<file path="config.mk">
export PLATFORM = sky130hd
export DESIGN_NAME = usb_rx_line_decoder
export DESIGN_NICKNAME = d
export VERILOG_FILES = /design/src/rtl/usb_rx_pkg.sv /design/src/rtl/usb_rx_bit_timer.sv /design/src/rtl/usb_rx_line_decoder.sv
export SDC_FILE = /design/constraint.sdc
export NUM_CORES = 1
export LEC_CHECK = 0
export BUFFER_PORTS_ARGS = -buffer_cell sky130_fd_sc_hd__buf_2
export CAP_MARGIN = 40
export CORE_MARGIN = 1.5
export CORE_UTILIZATION = 30
export CTS_BUF_LIST = sky130_fd_sc_hd__clkbuf_2
export DETAILED_ROUTE_END_ITERATION = 8
export PLACE_DENSITY_LB_ADDON = 0.15
export SLEW_MARGIN = 25
export SYNTH_ARGS = -nofsm -noshare
export SYNTH_HDL_FRONTEND = slang
export SYNTH_SLANG_ARGS = --single-unit
export TNS_END_PERCENT = 10
</file>
<file path="constraint.sdc">
create_clock -name clk -period 2.2 [get_ports clk]
set_input_delay 0 -clock clk [delete_from_list [all_inputs] [get_ports clk]]
set_output_delay 0 -clock clk [all_outputs]
set_load 0.03 [all_outputs]
</file>
<file path="src/rtl/usb_rx_pkg.sv">
// Shared types and constants for the USB receive line decoder.
package usb_rx_pkg;

  typedef enum logic [1:0] {J, K, SE0, SE1} line_state_t;
  typedef enum logic [1:0] {IDLE, ACTIVE, EOP, ERR} rx_state_t;

  localparam logic [2:0] STUFF_LIMIT  = 3'd6;
  localparam logic [1:0] EOP_SE0_MIN  = 2'd2;
  localparam logic [7:0] SYNC_PATTERN = 8'b0000_0001;

  function automatic line_state_t decode_line(input logic dp, input logic dm);
    case ({dp, dm})
      2'b10:   return J;
      2'b01:   return K;
      2'b00:   return SE0;
      default: return SE1;
    endcase
  endfunction

endpackage

</file>
<file path="src/rtl/usb_rx_bit_timer.sv">
// Free-running bit-time counter; resync restarts the bit, sample_tick marks the sample point.
module usb_rx_bit_timer #(
  parameter int CLKS_PER_BIT = 8,
  parameter int SAMPLE_PT    = 3
) (
  input  logic clk,
  input  logic rst,
  input  logic resync,
  output logic sample_tick
);

  localparam int TW = $clog2(CLKS_PER_BIT);

  logic [TW-1:0] timer;

  always_ff @(posedge clk) begin
    if (rst || resync)
      timer <= '0;
    else if (timer == TW'(CLKS_PER_BIT - 1))
      timer <= '0;
    else
      timer <= timer + 1'b1;
  end

  assign sample_tick = (timer == TW'(SAMPLE_PT));

endmodule

</file>
<file path="src/rtl/usb_rx_line_decoder.sv">
// USB receive line decoder: bit recovery, NRZI decode, destuffing and EOP detection.
// Optional sync-pattern checking is enabled with USB_RX_SYNC_DETECT_EN.
import usb_rx_pkg::*;

module usb_rx_line_decoder #(
  parameter int CLKS_PER_BIT = 8,
  parameter int SAMPLE_PT    = 3
) (
  input  logic clk,
  input  logic rst,
  input  logic d_plus_sync,
  input  logic d_minus_sync,
  output logic rx_bit,
  output logic bit_strobe,
  output logic rx_active,
  output logic eop,
  output logic rx_err,
  output logic sync_found
);

  rx_state_t   state, state_n;
  line_state_t ls;
  logic        dp_q, prev_lvl, prev_n, dbit, k_edge, resync, sample_tick;
  logic [2:0]  ones_cnt, ones_n;
  logic [1:0]  se0_cnt, se0_n;
  logic        active_n, strobe_n, bit_n, eop_n, err_n;
`ifdef USB_RX_SYNC_DETECT_EN
  logic [3:0]  sync_cnt, sync_cnt_n;
  logic        sync_n;
`endif

  assign ls     = decode_line(d_plus_sync, d_minus_sync);
  assign dbit   = (d_plus_sync == prev_lvl);
  assign k_edge = (state == IDLE) && dp_q && (ls == K);
  // SE0 edges are not bit boundaries worth realigning to.
  assign resync = k_edge ||
                  ((state == ACTIVE) && (d_plus_sync != dp_q) && (ls != SE0));

  usb_rx_bit_timer #(
    .CLKS_PER_BIT(CLKS_PER_BIT),
    .SAMPLE_PT   (SAMPLE_PT)
  ) u_timer (
    .clk        (clk),
    .rst        (rst),
    .resync     (resync),
    .sample_tick(sample_tick)
  );

  always_comb begin
    state_n  = state;
    prev_n   = prev_lvl;
    ones_n   = ones_cnt;
    se0_n    = se0_cnt;
    active_n = rx_active;
    strobe_n = 1'b0;
    bit_n    = rx_bit;
    eop_n    = 1'b0;
    err_n    = 1'b0;
`ifdef USB_RX_SYNC_DETECT_EN
    sync_cnt_n = sync_cnt;
    sync_n     = 1'b0;
`endif
    case (state)
      IDLE: begin
        if (k_edge) begin
          state_n  = ACTIVE;
          active_n = 1'b1;
        end
      end
      ACTIVE: begin
        if (sample_tick) begin
          case (ls)
            J, K: begin
              prev_n = d_plus_sync;
              if (ones_cnt == STUFF_LIMIT) begin
                if (dbit) begin
                  err_n   = 1'b1;
                  state_n = ERR;
                end else begin
                  ones_n = '0;
                end
              end else begin
                ones_n = dbit ? ones_cnt + 3'd1 : 3'd0;
`ifdef USB_RX_SYNC_DETECT_EN
                if (!sync_cnt[3]) begin
                  sync_cnt_n = sync_cnt + 4'd1;
                  if (dbit != SYNC_PATTERN[3'd7 - sync_cnt[2:0]]) begin
                    err_n   = 1'b1;
                    state_n = ERR;
                  end else if (sync_cnt[2:0] == 3'd7) begin
                    sync_n = 1'b1;
                  end
                end else begin
                  strobe_n = 1'b1;
                  bit_n    = dbit;
                end
`else
                strobe_n = 1'b1;
                bit_n    = dbit;
`endif
              end
            end
            SE0: begin
              se0_n   = 2'd1;
              state_n = EOP;
            end
            default: begin
              err_n   = 1'b1;
              state_n = ERR;
            end
          endcase
        end
      end
      EOP: begin
        if (sample_tick) begin
          if (ls == SE0) begin
            se0_n = (se0_cnt == 2'd3) ? 2'd3 : se0_cnt + 2'd1;
          end else if ((ls == J) && (se0_cnt >= EOP_SE0_MIN)) begin
            eop_n   = 1'b1;
            state_n = IDLE;
          end else begin
            err_n   = 1'b1;
            state_n = IDLE;
          end
        end
      end
      default: begin
        // ERR waits for an SE0 sample directly followed by a J sample.
        if (sample_tick) begin
          if (ls == SE0)
            se0_n = 2'd1;
          else if ((ls == J) && (se0_cnt != 2'd0))
            state_n = IDLE;
          else
            se0_n = 2'd0;
        end
      end
    endcase
    if ((state != IDLE) && (state_n == IDLE)) begin
      active_n = 1'b0;
      prev_n   = 1'b1;
      ones_n   = '0;
      se0_n    = '0;
`ifdef USB_RX_SYNC_DETECT_EN
      sync_cnt_n = '0;
`endif
    end
  end

  always_ff @(posedge clk) begin
    if (rst) begin
      state      <= IDLE;
      dp_q       <= 1'b1;
      prev_lvl   <= 1'b1;
      ones_cnt   <= '0;
      se0_cnt    <= '0;
      rx_active  <= 1'b0;
      rx_bit     <= 1'b0;
      bit_strobe <= 1'b0;
      eop        <= 1'b0;
      rx_err     <= 1'b0;
`ifdef USB_RX_SYNC_DETECT_EN
      sync_cnt   <= '0;
      sync_found <= 1'b0;
`endif
    end else begin
      state      <= state_n;
      dp_q       <= d_plus_sync;
      prev_lvl   <= prev_n;
      ones_cnt   <= ones_n;
      se0_cnt    <= se0_n;
      rx_active  <= active_n;
      rx_bit     <= bit_n;
      bit_strobe <= strobe_n;
      eop        <= eop_n;
      rx_err     <= err_n;
`ifdef USB_RX_SYNC_DETECT_EN
      sync_cnt   <= sync_cnt_n;
      sync_found <= sync_n;
`endif
    end
  end

`ifndef USB_RX_SYNC_DETECT_EN
  assign sync_found = 1'b0;
`endif

endmodule

</file>
Word level (Yosys, flattened, before mapping)
Cells that the tools add are included.
{"block": "op_classes", "n_addsub": 3, "eq_ne": 17, "magnitude_cmp": 1, "reduce_logical": 25, "bitwise_logic": 6, "muxes": 34}
{"operator": "two-way mux 2 bit", "n": 17}
{"operator": "one-hot mux 2 bit (3 select lines)", "n": 3}
{"operator": "two-way mux 3 bit", "n": 3}
{"operator": "== test 2 bit (second input constant)", "n": 4}
{"operator": "logical NOT 2 bit", "n": 4}
{"operator": "two-way mux 1 bit", "n": 8}
{"operator": "inequality test 2 bit (second input constant)", "n": 4}
{"operator": "AND reduction 4 bit", "n": 2}
{"operator": "OR reduction 4 bit", "n": 2}
{"operator": "logical AND 1 bit", "n": 7}
{"operator": "adder 3 x 1 -> 3 bit (second input constant)", "n": 2}
{"operator": "== test 2 x 1 -> 1 bit (second input constant)", "n": 3}
{"operator": "== test 3 bit (second input constant)", "n": 2}
{"operator": "NOT 1 bit", "n": 6}
{"operator": "OR reduction 2 bit", "n": 3}
{"operator": "AND reduction 5 bit", "n": 1}
{"operator": "one-hot mux 1 bit (2 select lines)", "n": 2}
{"operator": "one-hot mux 2 bit (2 select lines)", "n": 1}
{"operator": "nonzero test 2 bit", "n": 2}
{"operator": "== test 3 x 2 -> 1 bit (second input constant)", "n": 1}
{"operator": "AND reduction 3 bit", "n": 1}
{"operator": "adder 2 x 1 -> 2 bit (second input constant)", "n": 1}
{"operator": "greater-or-equal comparator 2 bit (second input constant)", "n": 1}
{"operator": "logical OR 1 bit", "n": 2}
{"operator": "other kinds (4)", "n": 4}
{"block": "totals", "output_inout_bits": 6, "word_cells": 97, "reg_bits": 17}

Logic depth before layout (Yosys ltp)
Gate-level depths: netlist of run 1.
{"block": "logic_depth", "depth_word": 11, "mapped_depth": 9}

Cells and area by module
Synthesis of run 1 repeated with hierarchy kept, for this count alone.
{"block": "unflattened", "hier_cells": 120, "area_unflattened_um2": 1043.5}
{"module": "usb_rx_line_decoder", "seq_area_each_um2": 280.3, "cells_per_inst": 110, "instances": 1, "area_each_um2": 914.6}
{"module": "usb_rx_bit_timer", "seq_area_each_um2": 60.1, "cells_per_inst": 10, "instances": 1, "area_each_um2": 128.9}

Worst setup path after synthesis of run 1
No wires, ideal clock.
{"block": "synth_path", "kind": "reg-to-reg", "startpoint": "register state[0]", "endpoint": "register ones_cnt[0]", "arrival_time_ns": 1.760, "path_buffers": 1, "path_slack_ns": 0.321, "stages_incl_launch_ff": 9, "setup_time_ns": 0.119, "synth_period_minus_slack_ns": 1.879, "path_cell_list": "dfxtp_1 inv_1 ha_1 buf_2 a221oi_1 o221ai_1 a32oi_2 a2bb2oi_4 nor2_1"}
{"block": "synth_between", "elab_chain_len": 8, "word_cells_on_any_way": 21, "cone_classes": "eq/ne: 2; mux: 11; reduce/logical: 8"}
{"item": "start: declaration", "line": "usb_rx_line_decoder.sv:21", "rtl": "rx_state_t state, state_n;"}
{"item": "start signal: assignment", "line": "usb_rx_line_decoder.sv:167", "rtl": "state <= state_n;"}
{"item": "two-way mux 2 bit / logical NOT 2 bit (equally long branches)", "line": "usb_rx_line_decoder.sv:76, usb_rx_line_decoder.sv:34, usb_rx_line_decoder.sv:63"}
{"item": "two-way mux 2 bit / logical AND 1 bit (equally long branches)", "line": "usb_rx_line_decoder.sv:75, usb_rx_line_decoder.sv:34"}
{"item": "one-hot mux 2 bit (2 select lines) / logical AND 1 bit (equally long branches)", "line": "usb_rx_line_decoder.sv:72, usb_rx_line_decoder.sv:34"}
{"item": "two-way mux 2 bit, on equally long branches", "line": "usb_rx_line_decoder.sv:71, usb_rx_line_decoder.sv:65"}
{"item": "one-hot mux 2 bit (3 select lines)", "line": "usb_rx_line_decoder.sv:63", "rtl": "case (state)"}
{"item": "logical NOT 2 bit", "line": "usb_rx_line_decoder.sv:139", "rtl": "if ((state != IDLE) && (state_n == IDLE)) begin"}
{"item": "logical AND 1 bit", "line": "usb_rx_line_decoder.sv:139"}
{"item": "OR reduction 2 bit (no line)"}
{"item": "end signal: assignment", "line": "usb_rx_line_decoder.sv:170", "rtl": "ones_cnt <= ones_n;"}
{"item": "end: declaration", "line": "usb_rx_line_decoder.sv:24", "rtl": "logic [2:0] ones_cnt, ones_n;"}
Several ways; a longest one is shown, not always the timed one.
A chain may end at the register's enable or synchronous reset.

Worst setup path after layout of run 1
{"block": "layout_path", "startpoint": "register u_timer.timer[0]", "endpoint": "register prev_lvl"}
{"block": "layout_between", "elab_chain_len": 6, "word_cells_on_any_way": 9, "cone_classes": "eq/ne: 1; mux: 4; reduce/logical: 4"}
{"item": "start: declaration", "line": "usb_rx_bit_timer.sv:14", "rtl": "logic [TW-1:0] timer;"}
{"item": "start signal: assignment", "line": "usb_rx_bit_timer.sv:22", "rtl": "timer <= timer + 1'b1;"}
{"item": "== test 3 x 2 -> 1 bit (*)", "line": "usb_rx_bit_timer.sv:25", "rtl": "assign sample_tick = (timer == TW'(SAMPLE_PT));"}
{"item": "two-way mux 2 bit, on equally long branches", "line": "usb_rx_line_decoder.sv:129, usb_rx_line_decoder.sv:71, usb_rx_line_decoder.sv:115"}
{"item": "one-hot mux 2 bit (3 select lines)", "line": "usb_rx_line_decoder.sv:63"}
{"item": "logical NOT 2 bit", "line": "usb_rx_line_decoder.sv:139"}
{"item": "logical AND 1 bit", "line": "usb_rx_line_decoder.sv:139"}
{"item": "OR reduction 2 bit (no line)"}
{"item": "end signal: assignment", "line": "usb_rx_line_decoder.sv:169", "rtl": "prev_lvl <= prev_n;"}
{"item": "end: declaration", "line": "usb_rx_line_decoder.sv:23", "rtl": "logic dp_q, prev_lvl, prev_n, dbit, k_edge, resync, sample_tick;"}
Mark *: on every way between the ends. The rest lies on a longest branch, timed or not.

==> out/metrics.yaml, run 1 <==
syn_inst: 128
clkLatencyLatePin_ns: 0.31
drt-initial-drc-count: 28
num_vias: 889
grtUsageMet3: 0.0232
top_level_ports: 10
grtUsageTotal: 0.131
synthArstFlopShare: 0
grt_pass1_wl_mm: 4.20
period_share: 0.925
report.final.slew_viol_count: 0
numCtsBuffers: 3
htree_levels: 1
synth_cell_types: 42
synth_top_area_cell: "dfxtp_1"
max_freq_mhz: 491
die_area_um2: 4040
ir_drop_v: 0.000275
totalWireLength_mm: 2.28
grt_pass1_vias: 894
cap_violations: 0
synth_top_cells_by_count: "17 x dfxtp_1, 15 x ha_1, 15 x nor2_1, 11 x inv_1, 9 x a21oi_1"
drtPass1Iterations: 4
start_util: 0.322
overflow: 0
ys_ff_latch: 17
min_period_ns: 2.04
synth_flop_cell: "dfxtp_1"
cts_tree: "yes"
setup_ws_ns: 0.164
diodes: 0
crit_path_start_kind: "flop"
yosys_warnings: 0
internal_power_uw: 415
syn_avg_cell_area_um2: 8.59
cts_root_buffer: "clkbuf_2"
drc: 0
clk_pin_slew_ns: 0.18
core_area_um2: 3420
min_path_type: "in2reg"
power_density_nw_per_um2: 489
area_growth_pct: 10.9
grt_util_met2: 0.196
cp_data_required_time_ns: 2.46
setup_tns_ns: 0
fp.dieH_um: 63.5
power_leakage_nw: 0.498
pre_cts_ws_ns: 0.162
fin_skew_ns: 0.00899
end_kind: "flop"
pwr-share-clk: 0.258
met1_usage: 0.182
cts_setup_buffers: 0
switchingPower_uw: 182
hold_viol: 0
dp_hpwl_mm: 1.78
worstPathMaxFanout: 9
clock_sinks: 17
drive_gt1_frac: 0.174
rsz0062_at_grt: "false"
nets: 158
synth.area.top_cells: "dfxtp_1 31%, ha_1 17%, nor2_1 5.1%"
die_w_um: 63.5
path_class: "reg2reg"
synth_edf_count: 0
dp.cells: 179
netlist_area_um2: 1100
setup_viol: 0
ys_seq_area_frac: 0.309
status: "completed"
power_frac_comb: 0.199
place.gp.congestion: 0.971
final_antenna_net_count: 0
final_cells: 184
viasPerCell: 4.83
wire_per_inst_um: 12.4
antenna_found_initial: 0
critPathArrivalTime_ns: 2.30
synth_nets: 147
yosysTopAreaCellShare: 0.309
clk_path_buf_depth: 2
io_buffers: 8
num_rows: 21
grt_busiest_layer: "met2"
yosysMostFrequentCell: "dfxtp_1"
seqPwrFrac: 0.543
sw_frac_of_total: 0.305
grt_max_degree: 11
==> logic make-up (layout without fill, tap and decap cells) <==
family,after synthesis,in the layout,share of synthesized area
other cells,1,1,0.00341
compound gates,34,34,0.243
buf+inv,17,27,0.0660
fa+ha+maj,15,15,0.171
xor+xnor,2,2,0.0159
flops,17,17,0.309
simple gates,42,42,0.191
==> metal layers <==
| layer | vias to the layer above | share of wire |
|---|---|---|
| met3 | 7 | 0.042 |
| met2 | 22 | 0.44 |
| met1 | 397 | 0.49 |
| met4 | 0 | 0.023 |
| met5 | - | 0 |
| li1 | 463 | - |
==> sequential cells by signal (all words and copies together) (netlist names), 2 cells and up <==
name / cells
ones_cnt: 3
u_timer.timer: 3
se0_cnt: 2
state: 2
==> cell usage in the layout, fill, tap and decap left out, drive strengths merged, types with 2 or more instances in the layout <==
master,n
and2,2
o21ai,4
ha,15
nand2b,3
nor2,15
nand2,7
buf,11
clkbuf,4
a2bb2oi,2
nor2b,3
a211oi,3
dfxtp,17
or2,2
a311oi,2
and3,2
inv,11
o211ai,3
nor3,2
a21oi,9
==> cell type report <==
| type | count | area, um^2 |
|---|---|---|
| flip-flops and latches | 17 | 342 |
| clock buffers | 4 | 20.0 |
| multi-input cells | 94 | 687 |
| fillers | 361 | 2200 |
| inverters | 11 | 41.3 |
| well taps | 46 | 57.6 |
| repair buffers | 12 | 72.6 |
==> per-stage QoR <==
step | total power [mW] | area [um^2] | utilization | hold WS, ns
3_5_place_dp | 0.447 | 1190 | 0.348 | 0.325
5_1_grt | 0.631 | 1220 | 0.357 | 0.00773
4_1_cts | 0.602 | 1220 | 0.357 | 0.00617
3_3_place_gp | 0.446 | 1190 | 0.348 | 0.320
6_report | 0.597 | 1220 | 0.357 | 0.00521
2_1_floorplan | 0.419 | 1100 | - | 0.107
==> power by group through the flow <==
stage          clock network [mW]  registers, mW  logic (mW)
2_1_floorplan                   0          0.331      0.0884
3_3_place_gp                    0          0.330       0.116
3_5_place_dp                    0          0.330       0.117
4_1_cts                     0.159          0.324       0.119
5_1_grt                     0.171          0.326       0.134
6_report                    0.154          0.324       0.119
==> critical path: stages, from the launching register on <==
cell and delay (ns):
dfxtp_1 0.37, ha_1 0.18, ha_1 0.34, nand2b_1 0.16, a311oi_1 0.33, o211ai_1 0.19, a2bb2oi_4 0.28, a211o_1 0.13
==> final timing paths <==
kind	slack, ns	to	startpoint	cells after the start
hold / removal	0.005	dp_q	d_plus_sync	2
hold reg to reg	0.43	u_timer.timer[0]	u_timer.timer[0]	1
setup reg to reg	0.16	prev_lvl	u_timer.timer[0]	7
setup / recovery	0.16	prev_lvl	u_timer.timer[0]	7
==> repair_timing <==
item	in CTS	in global routing
hold buffers	1	0
endpoints found under the hold margin	4	0
gates resized for setup	0	1
setup endpoints to repair	0	7
(Power assumes the default switching activity.)
==> run 2: changes to the inputs <==
--- a/config.mk
+++ b/config.mk
@@ -7,9 +7,11 @@
 export LEC_CHECK = 0
 export BUFFER_PORTS_ARGS = -buffer_cell sky130_fd_sc_hd__buf_2
 export CAP_MARGIN = 40
+export CORE_ASPECT_RATIO = 2
 export CORE_MARGIN = 1.5
 export CORE_UTILIZATION = 30
 export CTS_BUF_LIST = sky130_fd_sc_hd__clkbuf_2
+export CTS_CLUSTER_DIAMETER = 40
 export DETAILED_ROUTE_END_ITERATION = 8
 export PLACE_DENSITY_LB_ADDON = 0.15
 export SLEW_MARGIN = 25
==> run 2 against run 1 <==
Clock power about the same. Power increased by 2.0%. Clock-buffer cell count decreased by 1. Flip-flop and latch count unchanged. Critical path type unchanged. Highest routed layer unchanged.
==> out/metrics.yaml, run 2 (synthesis results as in run 1) <==
area_growth_pct: 12.1
total_power_uw: 609  # +2.0%
start_util: 0.308  # -0.0138
status: "completed"
end_kind: "flop"
htree_levels: 1  # unchanged
largestRegisters: "ones_cnt (3), u_timer.timer (3)"
dp_hpwl_mm: 2.13  # +20%
ir_drop_v: 0.000216  # -21%
antenna_found_initial: 0  # unchanged
place.gp.congestion: 0.835  # -14%
drtPass1Iterations: 4  # unchanged
final_util: 0.345  # -0.0118
path_class: "reg2reg"
pwr-share-clk: 0.258  # about the same
min_from: "d_plus_sync"
final_cells: 187  # +1.6%
min_path_cells: 2  # unchanged
crit_path_start_kind: "flop"
drc: 0  # unchanged
r2r_end: "ones_cnt[2]"
clkLatencyLatePin_ns: 0.33  # +0.02 ns
io_buffers: 8  # unchanged
final_common_cell: "dfxtp_1"
sw_frac_of_total: 0.327  # +0.0222
min_period_ns: 2.05  # +0.0116 ns
fin_skew_ns: 0.0113  # +0.00233 ns
fin_area_um2: 1230  # +1.0%
clk_path_buf_depth: 2  # unchanged
critPathArrivalTime_ns: 2.28  # -0.02 ns
hold_path_end: "dp_q"
min_path_type: "in2reg"
grt_pass1_wl_mm: 4.44  # +5.7%
final_cell_mix: "16 x dfxtp_1, 15 x nor2_1, 14 x ha_1"
cap_violations: 0  # unchanged
fill_cells: 397  # +10%
hold_viol: 0  # unchanged
reg2reg_depth: 7  # unchanged
grt_max_degree: 11  # unchanged
viasPerCell: 5.14  # +6.5%
die_w_um: 45.8  # -28%
setup_ws_ns: 0.153  # -0.0116 ns
cts_setup_buffers: 0  # unchanged
cts_tree: "yes"
final_antenna_net_count: 0  # unchanged
period_share: 0.931  # +0.00528
num_rows: 31  # +48%
top_level_ports: 10  # unchanged
core_area_um2: 3570  # +4.5%
max_freq_mhz: 488  # -0.57%
r2r_start: "state[0]"
rsz0062_at_grt: "false"
clk_pin_slew_ns: 0.19  # about the same
placed_area_um2: 1190  # +0.32%
drt-initial-drc-count: 51  # +82%
grt_pass1_vias: 941  # +5.3%
dp.cells: 182  # +1.7%
internal_power_uw: 409  # -1.3%
hold_slack_ns: 0.0173  # +0.0121 ns
die_area_um2: 4060  # +0.55%
cts_root_buffer: "clkbuf_2"
worstPathMaxFanout: 7  # -2
fp.dieH_um: 88.6  # +39%
reg2reg_slack_ns: 0.15  # about the same
overflow: 0  # unchanged
drive_gt1_frac: 0.188  # +0.0145
totalWireLength_mm: 2.68  # +18%
numCtsBuffers: 3  # unchanged
regArea_um2: 342  # unchanged
clock_sinks: 17  # unchanged
setup_tns_ns: 0  # unchanged
diodes: 0  # unchanged
nets: 158  # unchanged
pre_cts_ws_ns: 0.0252  # -0.136 ns
switchingPower_uw: 199  # +9.4%
power_frac_comb: 0.208  # +0.009
wire_per_inst_um: 14.3  # +16%
multi_input_area_um2: 696  # +1.3%
report.final.slew_viol_count: 0  # unchanged
grtUsageTotal: 0.154  # +0.0235
seqPwrFrac: 0.534  # -0.009
power_density_nw_per_um2: 494  # +0.96%
power_leakage_nw: 0.497  # about the same
setup_viol: 0  # unchanged
cp_data_required_time_ns: 2.43  # -0.03 ns
num_vias: 962  # +8.2%
[run 2: critical path, cell delays in order, from the launching register on]
cell and delay (ns):
dfxtp_2 0.45, inv_1 0.11, ha_1 0.26, a221oi_1 0.31, o221ai_1 0.19, a32oi_2 0.30, a2bb2oi_4 0.26, a211oi_1 0.07
[run 2: routing by layer]
layer / GRT usage / part of all wire
met1: 0.153 / 0.35
met2: 0.283 / 0.57
met3: 0.0204 / 0.031
met4: 0.0935 / 0.050
met5: 0 / 0
[run 2: cell type report]
type                            instances  share of cell area
Inverter                               11              0.0335
Clock inverter                          1             0.00406
Clock buffer                            3              0.0122
Sequential cell                        17               0.277
Tap cell                               49              0.0497
Multi-Input combinational cell         94               0.564
Timing Repair Buffer                   12              0.0589
[run 2: power by group through the flow]
stage,clock network (mW),registers (mW),logic (mW)
after floorplan,0,0.331,0.0884
after global placement,0,0.330,0.123
after detailed placement,0,0.331,0.122
after CTS,0.165,0.325,0.124
after global routing,0.176,0.326,0.143
final,0.157,0.325,0.127
[run 2: worst max-delay path by stage]
| stage | startpoint | end | slack, ns |
|---|---|---|---|
| after detailed placement | state[0] | ones_cnt[2] | 0.03 |
| after global routing | state[0] | ones_cnt[2] | 0.04 |
| final | state[0] | ones_cnt[2] | 0.15 |
| after CTS | state[0] | ones_cnt[2] | 0.09 |
| after floorplan | state[0] | ones_cnt[0] | 0.32 |
| after global placement | state[0] | rx_active | 0.01 |
[run 2: what timing repair did]
item | 4_1_cts | 5_1_grt
gates resized for setup | 1 | 2
setup endpoints to repair | 2 | 7
pin swaps | 0 | 1
cloned | 0 | 0
hold buffers | 1 | 0
endpoints found under the hold margin | 4 | 0
